### src/rtl/register_file_2r1w_if.sv
// Bus bundle for the 2-read/1-write register file: write port, two read ports,
// soft-clear request and status.
interface register_file_2r1w_if #(
  parameter int unsigned WIDTH  = 16,
  parameter int unsigned ADDR_W = 4
) ();
  logic                 write_en;
  logic [ADDR_W-1:0]    write_addr;
  logic [WIDTH-1:0]     data_in;
  logic [WIDTH/8-1:0]   byte_en;
  logic                 read_en_a;
  logic [ADDR_W-1:0]    read_addr_a;
  logic [WIDTH-1:0]     data_out_a;
  logic                 read_en_b;
  logic [ADDR_W-1:0]    read_addr_b;
  logic [WIDTH-1:0]     data_out_b;
  logic                 clr_req;
  logic                 busy;
  logic                 wr_err;

  modport master (
    output write_en, write_addr, data_in, byte_en,
    output read_en_a, read_addr_a, read_en_b, read_addr_b, clr_req,
    input  data_out_a, data_out_b, busy, wr_err
  );

  modport slave (
    input  write_en, write_addr, data_in, byte_en,
    input  read_en_a, read_addr_a, read_en_b, read_addr_b, clr_req,
    output data_out_a, data_out_b, busy, wr_err
  );
endinterface

### src/rtl/register_file_2r1w.sv
// Register file with two registered read ports, one byte-enabled write port,
// same-cycle write-to-read bypass and a one-entry-per-cycle soft-clear sweep.
module register_file_2r1w #(
  parameter int unsigned WIDTH    = 16,
  parameter int unsigned ADDR_W   = 4,
  parameter bit          ZERO_REG = 1'b0
) (
  input logic                  clk,
  input logic                  reset_n,
  register_file_2r1w_if.slave  bus
);
  localparam int unsigned DEPTH  = 2 ** ADDR_W;
  localparam int unsigned NBYTES = WIDTH / 8;

  typedef enum logic [0:0] {StIdle, StClear} state_e;

  state_e            state_q;
  logic [ADDR_W-1:0] cnt_q;
  logic              busy_q;
  logic              wr_err_q;
  logic [WIDTH-1:0]  mem_q [DEPTH];
  logic [WIDTH-1:0]  rd_a_q, rd_a_d;
  logic [WIDTH-1:0]  rd_b_q, rd_b_d;
  logic [WIDTH-1:0]  wr_word;
  logic              wr_ok;

  // Merge enabled bytes of data_in over the old entry; decide if the write lands.
  always_comb begin
    wr_word = mem_q[bus.write_addr];
    for (int i = 0; i < NBYTES; i++) begin
      if (bus.byte_en[i]) wr_word[8*i +: 8] = bus.data_in[8*i +: 8];
    end
    // Writes to a hardwired-zero entry vanish silently (no wr_err).
    wr_ok = bus.write_en && (state_q == StIdle) && !(ZERO_REG && (bus.write_addr == '0));
  end

  // Next read data per port: zero while sweeping, bypass on address match.
  always_comb begin
    rd_a_d = rd_a_q;
    rd_b_d = rd_b_q;
    if (bus.read_en_a) begin
      if (busy_q || (ZERO_REG && (bus.read_addr_a == '0))) rd_a_d = '0;
      else if (wr_ok && (bus.read_addr_a == bus.write_addr)) rd_a_d = wr_word;
      else rd_a_d = mem_q[bus.read_addr_a];
    end
    if (bus.read_en_b) begin
      if (busy_q || (ZERO_REG && (bus.read_addr_b == '0))) rd_b_d = '0;
      else if (wr_ok && (bus.read_addr_b == bus.write_addr)) rd_b_d = wr_word;
      else rd_b_d = mem_q[bus.read_addr_b];
    end
  end

  // Soft-clear FSM with registered busy and write-error pulse.
  always_ff @(posedge clk or negedge reset_n) begin
    if (!reset_n) begin
      state_q  <= StIdle;
      cnt_q    <= '0;
      busy_q   <= 1'b0;
      wr_err_q <= 1'b0;
    end else begin
      wr_err_q <= bus.write_en && (state_q == StClear);
      unique case (state_q)
        StIdle: begin
          if (bus.clr_req) begin
            state_q <= StClear;
            cnt_q   <= '0;
            busy_q  <= 1'b1;
          end
        end
        StClear: begin
          // Counter wraps to 0 on the same edge the sweep ends.
          cnt_q <= cnt_q + ADDR_W'(1);
          if (cnt_q == ADDR_W'(DEPTH - 1)) begin
            state_q <= StIdle;
            busy_q  <= 1'b0;
          end
        end
        default: state_q <= StIdle;
      endcase
    end
  end

  // Storage array: sweep clears one entry per cycle, otherwise accept writes.
  always_ff @(posedge clk or negedge reset_n) begin
    if (!reset_n) begin
      for (int i = 0; i < DEPTH; i++) mem_q[i] <= '0;
    end else if (state_q == StClear) begin
      mem_q[cnt_q] <= '0;
    end else if (wr_ok) begin
      mem_q[bus.write_addr] <= wr_word;
    end
  end

  // Registered read data for both ports.
  always_ff @(posedge clk or negedge reset_n) begin
    if (!reset_n) begin
      rd_a_q <= '0;
      rd_b_q <= '0;
    end else begin
      rd_a_q <= rd_a_d;
      rd_b_q <= rd_b_d;
    end
  end

  assign bus.data_out_a = rd_a_q;
  assign bus.data_out_b = rd_b_q;
  assign bus.busy       = busy_q;
  assign bus.wr_err     = wr_err_q;
endmodule

### src/flat_wrapper.sv
// flat-port wrapper written by rule: the top's interface ports become plain ports
module register_file_2r1w_flat 
#(
  parameter int unsigned WIDTH    = 16,
  parameter int unsigned ADDR_W   = 4,
  parameter bit          ZERO_REG = 1'b0
)
  (clk, reset_n, bus_write_en, bus_write_addr, bus_data_in, bus_byte_en, bus_read_en_a, bus_read_addr_a, bus_read_en_b, bus_read_addr_b, bus_clr_req, bus_data_out_a, bus_data_out_b, bus_busy, bus_wr_err);
  register_file_2r1w_if #(.WIDTH(WIDTH), .ADDR_W(ADDR_W)) bus_i ();
  input logic clk;
  input logic reset_n;
  input wire logic [$bits(bus_i.write_en)-1:0] bus_write_en;
  input wire logic [$bits(bus_i.write_addr)-1:0] bus_write_addr;
  input wire logic [$bits(bus_i.data_in)-1:0] bus_data_in;
  input wire logic [$bits(bus_i.byte_en)-1:0] bus_byte_en;
  input wire logic [$bits(bus_i.read_en_a)-1:0] bus_read_en_a;
  input wire logic [$bits(bus_i.read_addr_a)-1:0] bus_read_addr_a;
  input wire logic [$bits(bus_i.read_en_b)-1:0] bus_read_en_b;
  input wire logic [$bits(bus_i.read_addr_b)-1:0] bus_read_addr_b;
  input wire logic [$bits(bus_i.clr_req)-1:0] bus_clr_req;
  output wire logic [$bits(bus_i.data_out_a)-1:0] bus_data_out_a;
  output wire logic [$bits(bus_i.data_out_b)-1:0] bus_data_out_b;
  output wire logic [$bits(bus_i.busy)-1:0] bus_busy;
  output wire logic [$bits(bus_i.wr_err)-1:0] bus_wr_err;
  assign bus_i.write_en = bus_write_en;
  assign bus_i.write_addr = bus_write_addr;
  assign bus_i.data_in = bus_data_in;
  assign bus_i.byte_en = bus_byte_en;
  assign bus_i.read_en_a = bus_read_en_a;
  assign bus_i.read_addr_a = bus_read_addr_a;
  assign bus_i.read_en_b = bus_read_en_b;
  assign bus_i.read_addr_b = bus_read_addr_b;
  assign bus_i.clr_req = bus_clr_req;
  assign bus_data_out_a = bus_i.data_out_a;
  assign bus_data_out_b = bus_i.data_out_b;
  assign bus_busy = bus_i.busy;
  assign bus_wr_err = bus_i.wr_err;
  register_file_2r1w #(.WIDTH(WIDTH), .ADDR_W(ADDR_W), .ZERO_REG(ZERO_REG)) u_core (.clk(clk), .reset_n(reset_n), .bus(bus_i));
endmodule
### config.mk
export PLATFORM = sky130hd
export DESIGN_NAME = register_file_2r1w_flat
export DESIGN_NICKNAME = d
export VERILOG_FILES = /design/src/rtl/register_file_2r1w_if.sv /design/src/rtl/register_file_2r1w.sv /design/src/flat_wrapper.sv
export SDC_FILE = /design/constraint.sdc
export NUM_CORES = 1
export LEC_CHECK = 0
export CORE_ASPECT_RATIO = 0.6
export CORE_MARGIN = 4
export CORE_UTILIZATION = 60
export DETAILED_ROUTE_END_ITERATION = 10
export PLACE_DENSITY = 0.88
export SLEW_MARGIN = 0
export SYNTH_ARGS = -nofsm -noshare
export SYNTH_HDL_FRONTEND = slang
export SYNTH_SLANG_ARGS = --single-unit
### constraint.sdc
create_clock -name clk -period 6.74 [get_ports clk]
set_clock_uncertainty 0.1 [all_clocks]
set_input_delay 2.022 -clock clk [delete_from_list [all_inputs] [get_ports clk]]
set_output_delay 2.022 -clock clk [all_outputs]
set_load 0.1 [all_outputs]
==> results_dict.tcl <==
set metrics [dict create \
    outcome "finished, final reports clean" \
    synth-seq-cells 295 \
    clockBufferDepth 3 \
    clock_latency_ps 570 \
    start_util 0.6107 \
    maxSlewHeadroom 0.1677 \
    slew_viol_final 0 \
    cts_root_buf "clkbuf_16" \
    syn_avg_cell_area_um2 12.67 \
    netlist.area_leader.share 0.4193 \
    drtIter0Drc 3131 \
    ys_top_cells_by_count "295 x dfrtp_1, 256 x a22o_1, 143 x mux4_2, 96 x mux2i_1, 81 x clkbuf_1" \
    startpoint_type "input pin" \
    synth_edf_count 0 \
    synth_area_um2 17610 \
    track_usage 0.3864 \
    ys_top_cells_by_area "dfrtp_1 42%, mux4_2 18%, a22o_1 13%" \
    grt_max_degree 119 \
    drc_errors 0 \
    avgViaCountPerCell 8.287 \
    post_cts_resized 0 \
    port_buffers 69 \
    cts_tree "done" \
    synth_cells 1390 \
    rsz0062_at_grt "false" \
    async_reset_ff_frac 1.000 \
    tightest_slew_ps 1245 \
    clk_pin_slew_ps 70 \
    tns_ps 0 \
    power.leakage_nw 8.331 \
    end_kind "flop" \
    ant_nets 0 \
    crit_required_ps 7100 \
    place_congestion 1.066 \
    synth_area_leader_cell "dfrtp_1" \
    wl_per_cell_um 35.07 \
    die_w_um 229.1 \
    htreeDepth 1 \
    min_path_type "reg2reg" \
    crit_chain "clkdlybuf4s50_1, nor2b_1, buf_4, a2bb2oi_1, a211oi_2, a21boi_2, a22o_1" \
    hold_buffers 0 \
    setup_violations 0 \
    fill_cells 1964 \
    rows 48 \
    grt_pass1_vias 14450 \
    dieHeight_um 140.7 \
    fp.dieArea_um2 32240 \
    synthDistinctLibCells 43 \
    max_clock_freq_mhz 187.7 \
    period_needed_ps 5327 \
    path_buf_inv 2 \
    post-cts-setup-buffers 0 \
    synthesis.nets 1430 \
    peakVddDrop_uv 236.2 \
    vias 14891 \
    dp_hpwl_mm 40.10 \
    fin_ws_ps 1413 \
    cts_buffers 27 \
    drive_above_1_share 0.2173 \
    hold_viol 0 \
    power_density_nw_per_um2 299.8 \
    critical_path.top_delay_family "compound AO/OA/AOI/OAI gates" \
    core_area_um2 28830 \
    cp_max_fo 16 \
    antennaDiodeCount 0 \
    antenna_found_initial 3 \
    maxCapViolations 0 \
    crit_arrival_ps 5680 \
    yosysWarnings 0 \
    cts_sinks 295 \
    drt_wl_total_mm 63.03 \
    nNetsFinal 1442 \
    post-place-ws_ps 1251 \
    finalCritPeriodShare 0.7903 \
    area_growth_pct 10.04 \
    drtPass1Iterations 6 \
    overflow 0 \
    ios 70 \
    critical-path-max-stage-delay_ps 1030 \
    yosysMostFrequentCell "dfrtp_1" \
    ys_seq_area_frac 0.4193 \
    synthFlopType "dfrtp_1" \
    grt_pass1_wl_mm 94.10 \
    crit_path_top_delay_cell "nor2b_1" \
    path_class "in2reg" \
]
## power breakdown
group,switching (mW),internal [mW],total (mW)
Sequential,0.325,2.04,2.36
Clock,0.715,0.945,1.66
Combinational,1.11,0.679,1.79
Total,2.15,3.66,5.81
## cell families after synthesis
logic type               after synthesis  share of synthesized area
AO/OA/AOI/OAI                        470                     0.2228
flip-flops                           295                     0.4193
multiplexers                         240                     0.2390
AND/OR/NAND/NOR                      221                    0.06638
buffers and inverters                150                    0.04470
XOR/XNOR                              10                   0.004975
adder cells (fa/ha/maj)                4                   0.002843
## worst register-to-register path: stages, from the launching register on
cell,delay [ps]
dfrtp_1,530
nor2b_1,420
nand3_1,960
o311ai_0,780
## per-layer routing
metal / share of wire / global-route usage / routed length, um
met5: 0.0054 / 0.05952 / 340
met4: 0.033 / 0.08221 / 2081
met3: 0.23 / 0.2795 / 14360
met2: 0.39 / 0.5111 / 24600
met1: 0.34 / 0.5117 / 21640
## sequential cells by signal, summed over array words and instances (netlist names)
name / flops
u_core.bus.data_out_b: 16
u_core.mem_q: 256
u_core.bus.data_out_a: 16
u_core.bus.wr_err: 1
u_core.state_q: 1
u_core.bus.busy: 1
u_core.cnt_q: 4
## per-stage QoR
stage / area (um2) / utilization / instances / hold WS, ps / total power [mW]
final: 19370 / 0.6720 / 1797 / 415.0 / 5.809
after floorplan: 17610 / - / 1390 / 391.8 / 3.477
after detailed placement: 18450 / 0.6399 / 1748 / 401.0 / 4.050
after CTS: 19370 / 0.6720 / 1797 / 418.2 / 5.692
after global placement: 18450 / 0.6399 / 1748 / 401.5 / 3.985
after global routing: 19370 / 0.6720 / 1797 / 441.1 / 5.949
## final timing paths
path / start / end / slack (ps) / depth (start not counted)
max: bus_write_addr[1] / u_core.mem_q[0]$_DFFE_PN0P_ / 1410 / 7
min: u_core.bus.data_out_a[11]$_DFFE_PN0P_ / u_core.bus.data_out_a[11]$_DFFE_PN0P_ / 420 / 2
min reg2reg: u_core.bus.data_out_a[11]$_DFFE_PN0P_ / u_core.bus.data_out_a[11]$_DFFE_PN0P_ / 420 / 2
min in group asynchronous: reset_n / u_core.mem_q[49]$_DFFE_PN0P_ / 1350 / 1
max reg2reg: u_core.state_q$_DFF_PN0_ / u_core.bus.data_out_a[4]$_DFFE_PN0P_ / 3810 / 3
max in group asynchronous: reset_n / u_core.mem_q[23]$_DFFE_PN0P_ / 3750 / 2
## layout make-up
cell class,count,area (um2),area share
Multi-Input combinational cell,945,9457,0.4881
Sequential cell,295,7382,0.3810
Clock inverter,12,163.9,0.008460
Timing Repair Buffer,129,1124,0.05800
Clock buffer,37,763.2,0.03940
Tap cell,375,469.2,0.02422
Inverter,4,15.01,0.0007750
## cells in the final DEF, fill, tap and decap left out, types with 16 or more instances in the layout
cell             instances
mux4_2                 143
nand2_1                 70
clkdlybuf4s50_1         62
a211oi_2                16
o311ai_0                17
and2_1                  20
nand2b_1                52
nand3_1                 38
o22ai_1                 32
a21boi_2                16
dfrtp_1                295
a21oi_1                 33
a22oi_1                 64
a2bb2oi_1               16
mux2i_1                 96
a22o_1                 256
buf_4                   63
clkbuf_16               27
Power figures use the tool's default switching activity.
